===== config.mk =====
export PLATFORM = sky130hd
export DESIGN_NAME = booth_r4_seq_mul_flat
export DESIGN_NICKNAME = d
export VERILOG_FILES = /design/src/rtl/booth_r4_seq_mul_pkg.sv /design/src/rtl/booth_r4_seq_mul_if.sv /design/src/rtl/booth_r4_seq_mul_pp.sv /design/src/rtl/booth_r4_seq_mul.sv /design/src/flat_wrapper.sv
export SDC_FILE = /design/constraint.sdc
export NUM_CORES = 1
export LEC_CHECK = 0
export CAP_MARGIN = 40
export CORE_MARGIN = 8
export CORE_UTILIZATION = 50
export CTS_CLUSTER_DIAMETER = 200
export DETAILED_ROUTE_END_ITERATION = 10
export PLACE_DENSITY = 0.83
export SLEW_MARGIN = 20
export SYNTH_ARGS = -nofsm -noshare
export SYNTH_HDL_FRONTEND = slang
export SYNTH_SLANG_ARGS = --single-unit

===== constraint.sdc =====
create_clock -name clk -period 6.2 [get_ports clk]
set_input_delay 1.24 -clock clk [delete_from_list [all_inputs] [get_ports clk]]
set_output_delay 1.24 -clock clk [all_outputs]
set_load 0.01 [all_outputs]

===== src/rtl/booth_r4_seq_mul_pkg.sv =====
// Shared types for the radix-4 Booth sequential multiplier: FSM states,
// Booth digit encoding and the triplet-to-digit recoding function.
// Latency: n/a (types and a combinational helper only). Backpressure: n/a.
package booth_r4_seq_mul_pkg;

    typedef enum logic [1:0] {
        IDLE = 2'd0,
        CALC = 2'd1,
        DONE = 2'd2
    } state_e;

    typedef enum logic [2:0] {
        ZERO = 3'd0,
        POS1 = 3'd1,
        POS2 = 3'd2,
        NEG1 = 3'd3,
        NEG2 = 3'd4
    } booth_digit_e;

    // Radix-4 Booth recoding of {m[i+1], m[i], m[i-1]}.
    function automatic booth_digit_e booth_r4_digit(input logic [2:0] triplet);
        booth_digit_e d;
        case (triplet)
            3'b001, 3'b010: d = POS1;
            3'b011:         d = POS2;
            3'b100:         d = NEG2;
            3'b101, 3'b110: d = NEG1;
            default:        d = ZERO;  // 000 and 111
        endcase
        return d;
    endfunction

endpackage


===== src/rtl/booth_r4_seq_mul_if.sv =====
// Handshake bundle between the issuing stage and the multiplier.
// Latency: n/a (wires only). Backpressure: in_valid/in_ready and out_valid/out_ready pairs.
// master = requester/consumer side, slave = multiplier side.
interface booth_r4_seq_mul_if #(
    parameter int WIDTH = 8
);
    logic                 in_valid;
    logic                 in_ready;
    logic [WIDTH-1:0]     op_1;
    logic [WIDTH-1:0]     op_2;
    logic                 is_signed;
    logic                 out_valid;
    logic                 out_ready;
    logic [2*WIDTH-1:0]   result;
    logic                 busy;

    modport master (
        output in_valid, op_1, op_2, is_signed, out_ready,
        input  in_ready, out_valid, result, busy
    );

    modport slave (
        input  in_valid, op_1, op_2, is_signed, out_ready,
        output in_ready, out_valid, result, busy
    );

endinterface


===== src/rtl/booth_r4_seq_mul_pp.sv =====
// Booth partial product: digit * mcand, sign-extended to 2*EW bits.
// Latency: combinational. Backpressure: none.
// Ports: digit (Booth digit), mcand (EW-bit signed multiplicand), pp (2*EW-bit product).
module booth_r4_seq_mul_pp
    import booth_r4_seq_mul_pkg::*;
#(
    parameter int EW = 10
) (
    input  booth_digit_e      digit,
    input  logic [EW-1:0]     mcand,
    output logic [2*EW-1:0]   pp
);

    logic [2*EW-1:0] m_ext;
    logic [2*EW-1:0] m_x2;

    always_comb begin
        m_ext = {{EW{mcand[EW-1]}}, mcand};
        m_x2  = m_ext << 1;
        pp    = '0;
        // Negation done at full width, so no separate +1 correction row is needed.
        unique case (digit)
            POS1:    pp = m_ext;
            POS2:    pp = m_x2;
            NEG1:    pp = ~m_ext + 1'b1;
            NEG2:    pp = ~m_x2 + 1'b1;
            default: pp = '0;
        endcase
    end

endmodule


===== src/rtl/booth_r4_seq_mul.sv =====
// Iterative radix-4 Booth multiplier, signed/unsigned per operation, two multiplier bits per clock.
// Latency: out_valid rises WIDTH/2+1 clocks after the accept edge; one operation in flight.
// Backpressure: in_ready only in IDLE; result held in DONE until out_ready.
// Ports: clk, rst (sync active-high), bus (slave: in_valid/in_ready/op_1/op_2/is_signed,
//        out_valid/out_ready/result, busy).
module booth_r4_seq_mul
    import booth_r4_seq_mul_pkg::*;
#(
    parameter int WIDTH = 8
) (
    input  logic              clk,
    input  logic              rst,
    booth_r4_seq_mul_if.slave bus
);

    // Two extra bits let unsigned operands be treated as positive signed values.
    localparam int EW     = WIDTH + 2;
    localparam int ACC_W  = 2 * EW;
    localparam int ITER   = EW / 2;
    localparam int STEP_W = $clog2(ITER + 1);
    localparam logic [STEP_W-1:0] LAST_STEP = STEP_W'(ITER - 1);

    state_e               state_q,  state_d;
    logic [EW-1:0]        mcand_q,  mcand_d;
    logic [EW:0]          mult_q,   mult_d;     // extended multiplier plus appended 0 LSB
    logic [ACC_W-1:0]     acc_q,    acc_d;
    logic [STEP_W-1:0]    step_q,   step_d;
    logic [2*WIDTH-1:0]   result_q, result_d;

    booth_digit_e         digit;
    logic [ACC_W-1:0]     pp;
    logic [ACC_W-1:0]     pp_shift;
    logic                 sx_1;
    logic                 sx_2;

    assign digit = booth_r4_digit(mult_q[2:0]);

    booth_r4_seq_mul_pp #(.EW(EW)) u_pp (
        .digit (digit),
        .mcand (mcand_q),
        .pp    (pp)
    );

    always_comb begin
        state_d  = state_q;
        mcand_d  = mcand_q;
        mult_d   = mult_q;
        acc_d    = acc_q;
        step_d   = step_q;
        result_d = result_q;
        sx_1     = bus.is_signed & bus.op_1[WIDTH-1];
        sx_2     = bus.is_signed & bus.op_2[WIDTH-1];
        pp_shift = pp << {step_q, 1'b0};

        unique case (state_q)
            IDLE: begin
                if (bus.in_valid) begin
                    mcand_d = {{2{sx_1}}, bus.op_1};
                    mult_d  = {{2{sx_2}}, bus.op_2, 1'b0};
                    acc_d   = '0;
                    step_d  = '0;
                    state_d = CALC;
                end
            end
            CALC: begin
                acc_d  = acc_q + pp_shift;
                mult_d = {{2{mult_q[EW]}}, mult_q[EW:2]};
                step_d = step_q + STEP_W'(1);
                if (step_q == LAST_STEP) begin
                    result_d = acc_d[2*WIDTH-1:0];
                    state_d  = DONE;
                end
            end
            DONE: begin
                if (bus.out_ready) begin
                    state_d = IDLE;
                end
            end
            default: state_d = IDLE;
        endcase
    end

    always_ff @(posedge clk) begin
        if (rst) begin
            state_q  <= IDLE;
            mcand_q  <= '0;
            mult_q   <= '0;
            acc_q    <= '0;
            step_q   <= '0;
            result_q <= '0;
        end else begin
            state_q  <= state_d;
            mcand_q  <= mcand_d;
            mult_q   <= mult_d;
            acc_q    <= acc_d;
            step_q   <= step_d;
            result_q <= result_d;
        end
    end

    assign bus.in_ready  = (state_q == IDLE);
    assign bus.out_valid = (state_q == DONE);
    assign bus.busy      = (state_q != IDLE);
    assign bus.result    = result_q;

endmodule


===== src/flat_wrapper.sv =====
// flat-port wrapper written by rule: the top's interface ports become plain ports
module booth_r4_seq_mul_flat import booth_r4_seq_mul_pkg::*;
#(
    parameter int WIDTH = 8
)
  (clk, rst, bus_in_valid, bus_op_1, bus_op_2, bus_is_signed, bus_out_ready, bus_in_ready, bus_out_valid, bus_result, bus_busy);
  booth_r4_seq_mul_if #(.WIDTH(WIDTH)) bus_i ();
  input  logic clk;
  input  logic rst;
  input wire logic [$bits(bus_i.in_valid)-1:0] bus_in_valid;
  input wire logic [$bits(bus_i.op_1)-1:0] bus_op_1;
  input wire logic [$bits(bus_i.op_2)-1:0] bus_op_2;
  input wire logic [$bits(bus_i.is_signed)-1:0] bus_is_signed;
  input wire logic [$bits(bus_i.out_ready)-1:0] bus_out_ready;
  output wire logic [$bits(bus_i.in_ready)-1:0] bus_in_ready;
  output wire logic [$bits(bus_i.out_valid)-1:0] bus_out_valid;
  output wire logic [$bits(bus_i.result)-1:0] bus_result;
  output wire logic [$bits(bus_i.busy)-1:0] bus_busy;
  assign bus_i.in_valid = bus_in_valid;
  assign bus_i.op_1 = bus_op_1;
  assign bus_i.op_2 = bus_op_2;
  assign bus_i.is_signed = bus_is_signed;
  assign bus_i.out_ready = bus_out_ready;
  assign bus_in_ready = bus_i.in_ready;
  assign bus_out_valid = bus_i.out_valid;
  assign bus_result = bus_i.result;
  assign bus_busy = bus_i.busy;
  booth_r4_seq_mul #(.WIDTH(WIDTH)) u_core (.clk(clk), .rst(rst), .bus(bus_i));
endmodule

==> impl_metrics.toml, run 1 <==
[run_status]
outcome = "completed"

[synthesis]
synth_seq_cells = 57
synth.largest_area_cell = "dfxtp_1"
synthesis.area_sq_mm = 0.00384
synth_compound_area_share_pct = 23.1
syn_inst = 514
synth_top_family_by_area = "simple AND/OR/NAND/NOR gates"
async_reset_ff_share_pct = 0
postSynth.topFlopCell = "dfxtp_1"
synth.most_common_cell = "nand2_1"
synth_cell_types = 67
synthAdderAreaFrac_pct = 6.38
synth_common_cells = "nand2_1, dfxtp_1, a21oi_1, nor2_1, nand3_1"
synth_xor_xnor_area_share_pct = 5.34
synthMuxAreaShare_pct = 2.83
yosysSeqAreaShare_pct = 29.7
avgSynthCellArea_sq_um = 7.48
synth-edff-count = 0
syn_nets = 554
yosysTopAreaCellShare_pct = 29.7
synthTopCellsByArea = "dfxtp_1, nand2_1, a21oi_1"
yosys.area_share.simple_pct = 26.6
yosysWarnings = 0

[clock_tree]
cts_tree = "built"
clock_sinks = 57
cts_setup_buffers = 0
cts.reportedPaths.clkPinSlew_ns = 0.07
clk_latency_ns = 0.34
cts-root-buf = "clkbuf_8"
numCtsBuffers = 9
hold_buffers = 0
h-tree-depth = 3
ctsLongestPathBuffers = 2
cts_resized = 0

[floorplan]
chipHeight_um = 104
fp-row-count = 32
core_area_sq_mm = 0.00757
start_util_pct = 50.8
die_area_sq_mm = 0.0107
die_w_um = 104
io_pins = 40

[drt]
wl_met3_um = 486
drt.antenna.violating_nets = 0
post_drt_via_cell_ratio = 5.91
wire_per_inst_um = 15.2
num_vias = 3750
m1WireLength_um = 4380
drt_iter0_drc = 275
wl_met2_um = 4540
highest_layer = "met4"
drt-total-wl_um = 9650
first_pass_iters = 4
drc_errors = 0

[final_layout]
multi_input_area_sq_mm = 0.00247
antenna_cells = 0
fin_area_sq_mm = 0.00445
layout-drive-gt1-share_pct = 7.52
nets = 567
nFillCells = 677
area_growth_pct = 15.8
seqCellArea_sq_mm = 0.00114

[sta]
slew_violations = 0
finalCriticalPeriod_ns = 4.31
rsz0062_at_grt = "no"
finalHoldViolCount = 0
report.final.setup_viol = 0
worst_pin_slew_ns = 0.721
finalSetupTns_ns = 0
fmax_ghz = 0.232
relSlewSlack_pct = 51.7
fin_skew_ns = 0.0102
finalCritPeriodShare_pct = 69.6

[worst_hold_path]
hold_class = "reg -> reg"

[global_route]
antenna_found_initial = 0
track_usage_pct = 18.2
grt_overflow = 0
grt_pass1_vias = 3552
grt_max_degree = 40
grt_pass1_wl_um = 16700

[setup_path]
start_kind = "register"
crit_type = "reg -> reg"
crit_required_ns = 6.47
end_kind = "register"
crit_arrival_ns = 4.58
path_max_fanout = 10

[run]
drv_cap = 0

[placement]
portBuffers = 39
place_congestion = 0.949
hpwl_um = 6870
dpl_cell_area_sq_mm = 0.00422

[power]
finalPower_mw = 1.03
p_per_area_mw_per_mm2 = 232
power_leakage_nw = 1.68
peakVddDrop_uv = 178
[cell type report]
cell class / instances / area share, %
Clock inverter: 6 / 2.05
Timing Repair Buffer: 42 / 9.61
Tap cell: 102 / 2.87
Multi-Input combinational cell: 403 / 55.6
Sequential cell: 57 / 25.6
Clock buffer: 10 / 3.09
Inverter: 14 / 1.18
[worst paths after layout]
check                                    start                                  to  slack (ns)  depth (start not counted)
max             u_core.mcand_q[0]$_SDFFE_PP0P_  u_core.bus.result[15]$_SDFFE_PP0P_        1.89                         19
min          u_core.bus.result[6]$_SDFFE_PP0P_   u_core.bus.result[6]$_SDFFE_PP0P_        0.46                          2
max reg2reg     u_core.mcand_q[0]$_SDFFE_PP0P_  u_core.bus.result[15]$_SDFFE_PP0P_        1.89                         19
min reg2reg  u_core.bus.result[6]$_SDFFE_PP0P_   u_core.bus.result[6]$_SDFFE_PP0P_        0.46                          2
[stage by stage]
step / instances / worst slack, ns / hold slack [ns] / util [%]
floorplan: 514 / 2.37 / 0.446 / -
global placement: 617 / 1.97 / 0.444 / 55.4
detailed placement: 618 / 1.92 / 0.447 / 55.8
CTS: 634 / 1.91 / 0.457 / 58.8
global route: 634 / 1.43 / 0.481 / 58.8
finish: 634 / 1.89 / 0.455 / 58.8
[worst max-delay path, stage by stage, from the launching register on]
cell and delay, ns:
dfxtp_1 0.40, inv_1 0.09, ha_1 0.24, or3b_1 0.43
nand2_1 0.11, xnor2_1 0.09, a21oi_1 0.19, o211ai_1 0.12
mux2_2 0.32, mux2i_1 0.16, nor2_1 0.06, ha_1 0.35
o21ai_0 0.23, o21ai_0 0.12, o21a_1 0.13, a41oi_1 0.33
o21ai_0 0.12, a21oi_1 0.18, xnor3_1 0.36, a211oi_2 0.21
[kinds of logic (layout without fill, tap and decap cells)]
kind of cell / Yosys count / in the layout
simple gates: 216 / 216
compound gates: 138 / 138
flops: 57 / 57
buf+inv: 54 / 72
xor+xnor: 21 / 21
fa+ha+maj: 19 / 19
mux: 9 / 9
[placed cells by master (no fill, tap or decap), types with 6 or more instances in the layout]
master / instances
xnor2_1: 12
ha_1: 18
inv_1: 14
nand2b_1: 6
o21ai_0: 21
xor2_1: 7
nor2b_1: 7
nand2_1: 86
a31oi_1: 6
clkdlybuf4s50_1: 38
nand3_1: 29
a21oi_1: 53
dfxtp_1: 57
nor2_1: 46
nor3_1: 14
clkbuf_8: 10
a311oi_1: 10
[metal layers]
metal | global-route usage (%) | up-vias
li1 | - | 1845
met1 | 22.8 | 1770
met2 | 29.3 | 112
met3 | 4.09 | 23
met4 | 7.96 | 0
met5 | 0 | -
[flip-flops by register name, indices dropped and copies added (netlist names)]
| register | count |
|---|---|
| u_core.mcand_q | 9 |
| u_core.step_q | 3 |
| u_core.acc_q | 16 |
| u_core.mult_q | 11 |
| u_core.state_q | 2 |
| u_core.bus.result | 16 |
[report_power, final]
part	switching, mW	internal, mW	total (mW)
sequential	0.0255	0.382	0.407
clock	0.160	0.237	0.398
combinational	0.130	0.0980	0.228
Note: power is estimated with default switching activity, not from simulation.
==> run 2: changes to the inputs <==
==> constraint.sdc (replaced) <==
create_clock -name clk -period 4.2 [get_ports clk]
set_input_delay 0.84 -clock clk [delete_from_list [all_inputs] [get_ports clk]]
set_output_delay 0.84 -clock clk [all_outputs]
set_load 0.01 [all_outputs]
==> impl_metrics.toml, run 2 (synthesis gave the netlist of run 1 again) <==
[run_status]
outcome = "completed"

[global_route]
grt_pass1_vias = 3674
grt_overflow = 0
grtUsageMet2_pct = 31.4
grtUsageMet3_pct = 4.40
grt_busiest_layer = "met2"
grt_pass1_wl_um = 17200
use_met1_pct = 21.9
track_usage_pct = 18.5
grt_max_degree = 37
antenna_found_initial = 0

[clock_tree]
cts.reportedPaths.clkPinSlew_ns = 0.07
clk_latency_ns = 0.34
clock_sinks = 57
numCtsBuffers = 9
cts_tree = "built"
cts-root-buf = "clkbuf_8"
ctsLongestPathBuffers = 2
h-tree-depth = 3

[final_layout]
nets = 582
layout_commonest_cell = "nand2_1"
layout-drive-gt1-share_pct = 11.5
multi_input_area_sq_mm = 0.00253
antenna_cells = 0
area_growth_pct = 21.0
nFillCells = 628
instances_no_fill = 649
seqCellArea_sq_mm = 0.00114
layout_common_cells = "nand2_1, dfxtp_1, a21oi_1, nor2_1, clkdlybuf4s50_1"

[setup_path]
crit_required_ns = 4.40
path_max_fanout = 5
crit_type = "reg -> reg"
start_kind = "register"
end_kind = "register"
crit_arrival_ns = 4.14

[placement]
portBuffers = 39
hpwl_um = 7180
place_inst = 630
place_congestion = 0.949

[sta]
relSlewSlack_pct = 51.6
report.final.setup_viol = 0
finalSetupTns_ns = 0
finalHoldViolCount = 0
worst_pin_slew_ns = 0.727
slew_violations = 0
fin_skew_ns = 0.0113
rsz0062_at_grt = "no"
finalCriticalPeriod_ns = 3.94
finalCritPeriodShare_pct = 93.8
fmax_ghz = 0.254

[run]
drv_cap = 0

[floorplan]
chipHeight_um = 104
start_util_pct = 50.8
die_w_um = 104
fp-row-count = 32
die_area_sq_mm = 0.0107
io_pins = 40
core_area_sq_mm = 0.00757

[drt]
drt-total-wl_um = 10400
post_drt_via_cell_ratio = 5.93
wire_per_inst_um = 16.0
drt.antenna.violating_nets = 0
num_vias = 3846
first_pass_iters = 5
drc_errors = 0
drt_iter0_drc = 301

[power]
p_per_area_mw_per_mm2 = 355
power_leakage_nw = 1.78
peakVddDrop_uv = 347
finalPower_mw = 1.65

[worst_hold_path]
hold_class = "reg -> reg"
## run 2: metrics by stage
| stage | area [sq um] | utilization [%] | worst slack, ns | hold WS (ns) |
|---|---|---|---|---|
| 3_3_place_gp | 4280 | 56.6 | 0.141 | 0.444 |
| 2_1_floorplan | 3840 | - | 0.367 | 0.446 |
| 4_1_cts | 4570 | 60.4 | 0.0164 | 0.459 |
| 3_5_place_dp | 4310 | 57.0 | 0.0721 | 0.450 |
| 6_report | 4650 | 61.5 | 0.261 | 0.458 |
| 5_1_grt | 4650 | 61.5 | 0.0397 | 0.484 |
## run 2: report_power, final
group	switching [mW]	internal, mW	total [mW]
Combinational	0.218	0.165	0.382
Clock	0.234	0.443	0.677
Sequential	0.0270	0.564	0.591
Total	0.479	1.17	1.65
## run 2: worst max-delay path, stage by stage (launching register included)
cell and delay [ns]:
dfxtp_1 0.34, inv_1 0.11, ha_4 0.17, or3b_4 0.41
nand2_1 0.10, xnor2_1 0.13, a21oi_1 0.10, o211ai_1 0.31
o21ai_1 0.17, mux2_2 0.30, nor2_1 0.10, ha_1 0.29
nand4b_1 0.18, nand4_1 0.20, a41oi_2 0.21, buf_4 0.16
o21bai_2 0.07, a21oi_2 0.20, xor2_1 0.18, o31ai_1 0.08
## run 2: layer usage
| layer | share of wire (%) | vias to the layer above |
|---|---|---|
| li1 | - | 1874 |
| met1 | 43 | 1800 |
| met2 | 48 | 146 |
| met3 | 6.5 | 26 |
| met4 | 2.4 | 0 |
| met5 | 0 | - |
## run 2: layout make-up
class | count | area share (%)
clock buffer | 12 | 3.55
clock inverter | 4 | 2.10
inverter | 14 | 1.13
multi-input combinational | 403 | 54.3
sequential | 57 | 24.5
tap | 102 | 2.74
timing repair buffer | 57 | 11.6
## run 2: what timing repair did
action,in CTS,in global routing
endpoints found under the setup margin,0,5
hold buffers,0,0
buffers inserted,0,3
resized for setup,0,14
## run 2: path summary, 6_finish.rpt
| path | from | slack [ns] | cells past startpoint | to |
|---|---|---|---|---|
| setup / recovery | u_core.mcand_q[0]$_SDFFE_PP0P_ | 0.26 | 19 | u_core.bus.result[13]$_SDFFE_PP0P_ |
| hold / removal | u_core.bus.result[3]$_SDFFE_PP0P_ | 0.46 | 2 | u_core.bus.result[3]$_SDFFE_PP0P_ |
| setup reg to reg | u_core.mcand_q[0]$_SDFFE_PP0P_ | 0.26 | 19 | u_core.bus.result[13]$_SDFFE_PP0P_ |
| hold reg to reg | u_core.bus.result[3]$_SDFFE_PP0P_ | 0.46 | 2 | u_core.bus.result[3]$_SDFFE_PP0P_ |
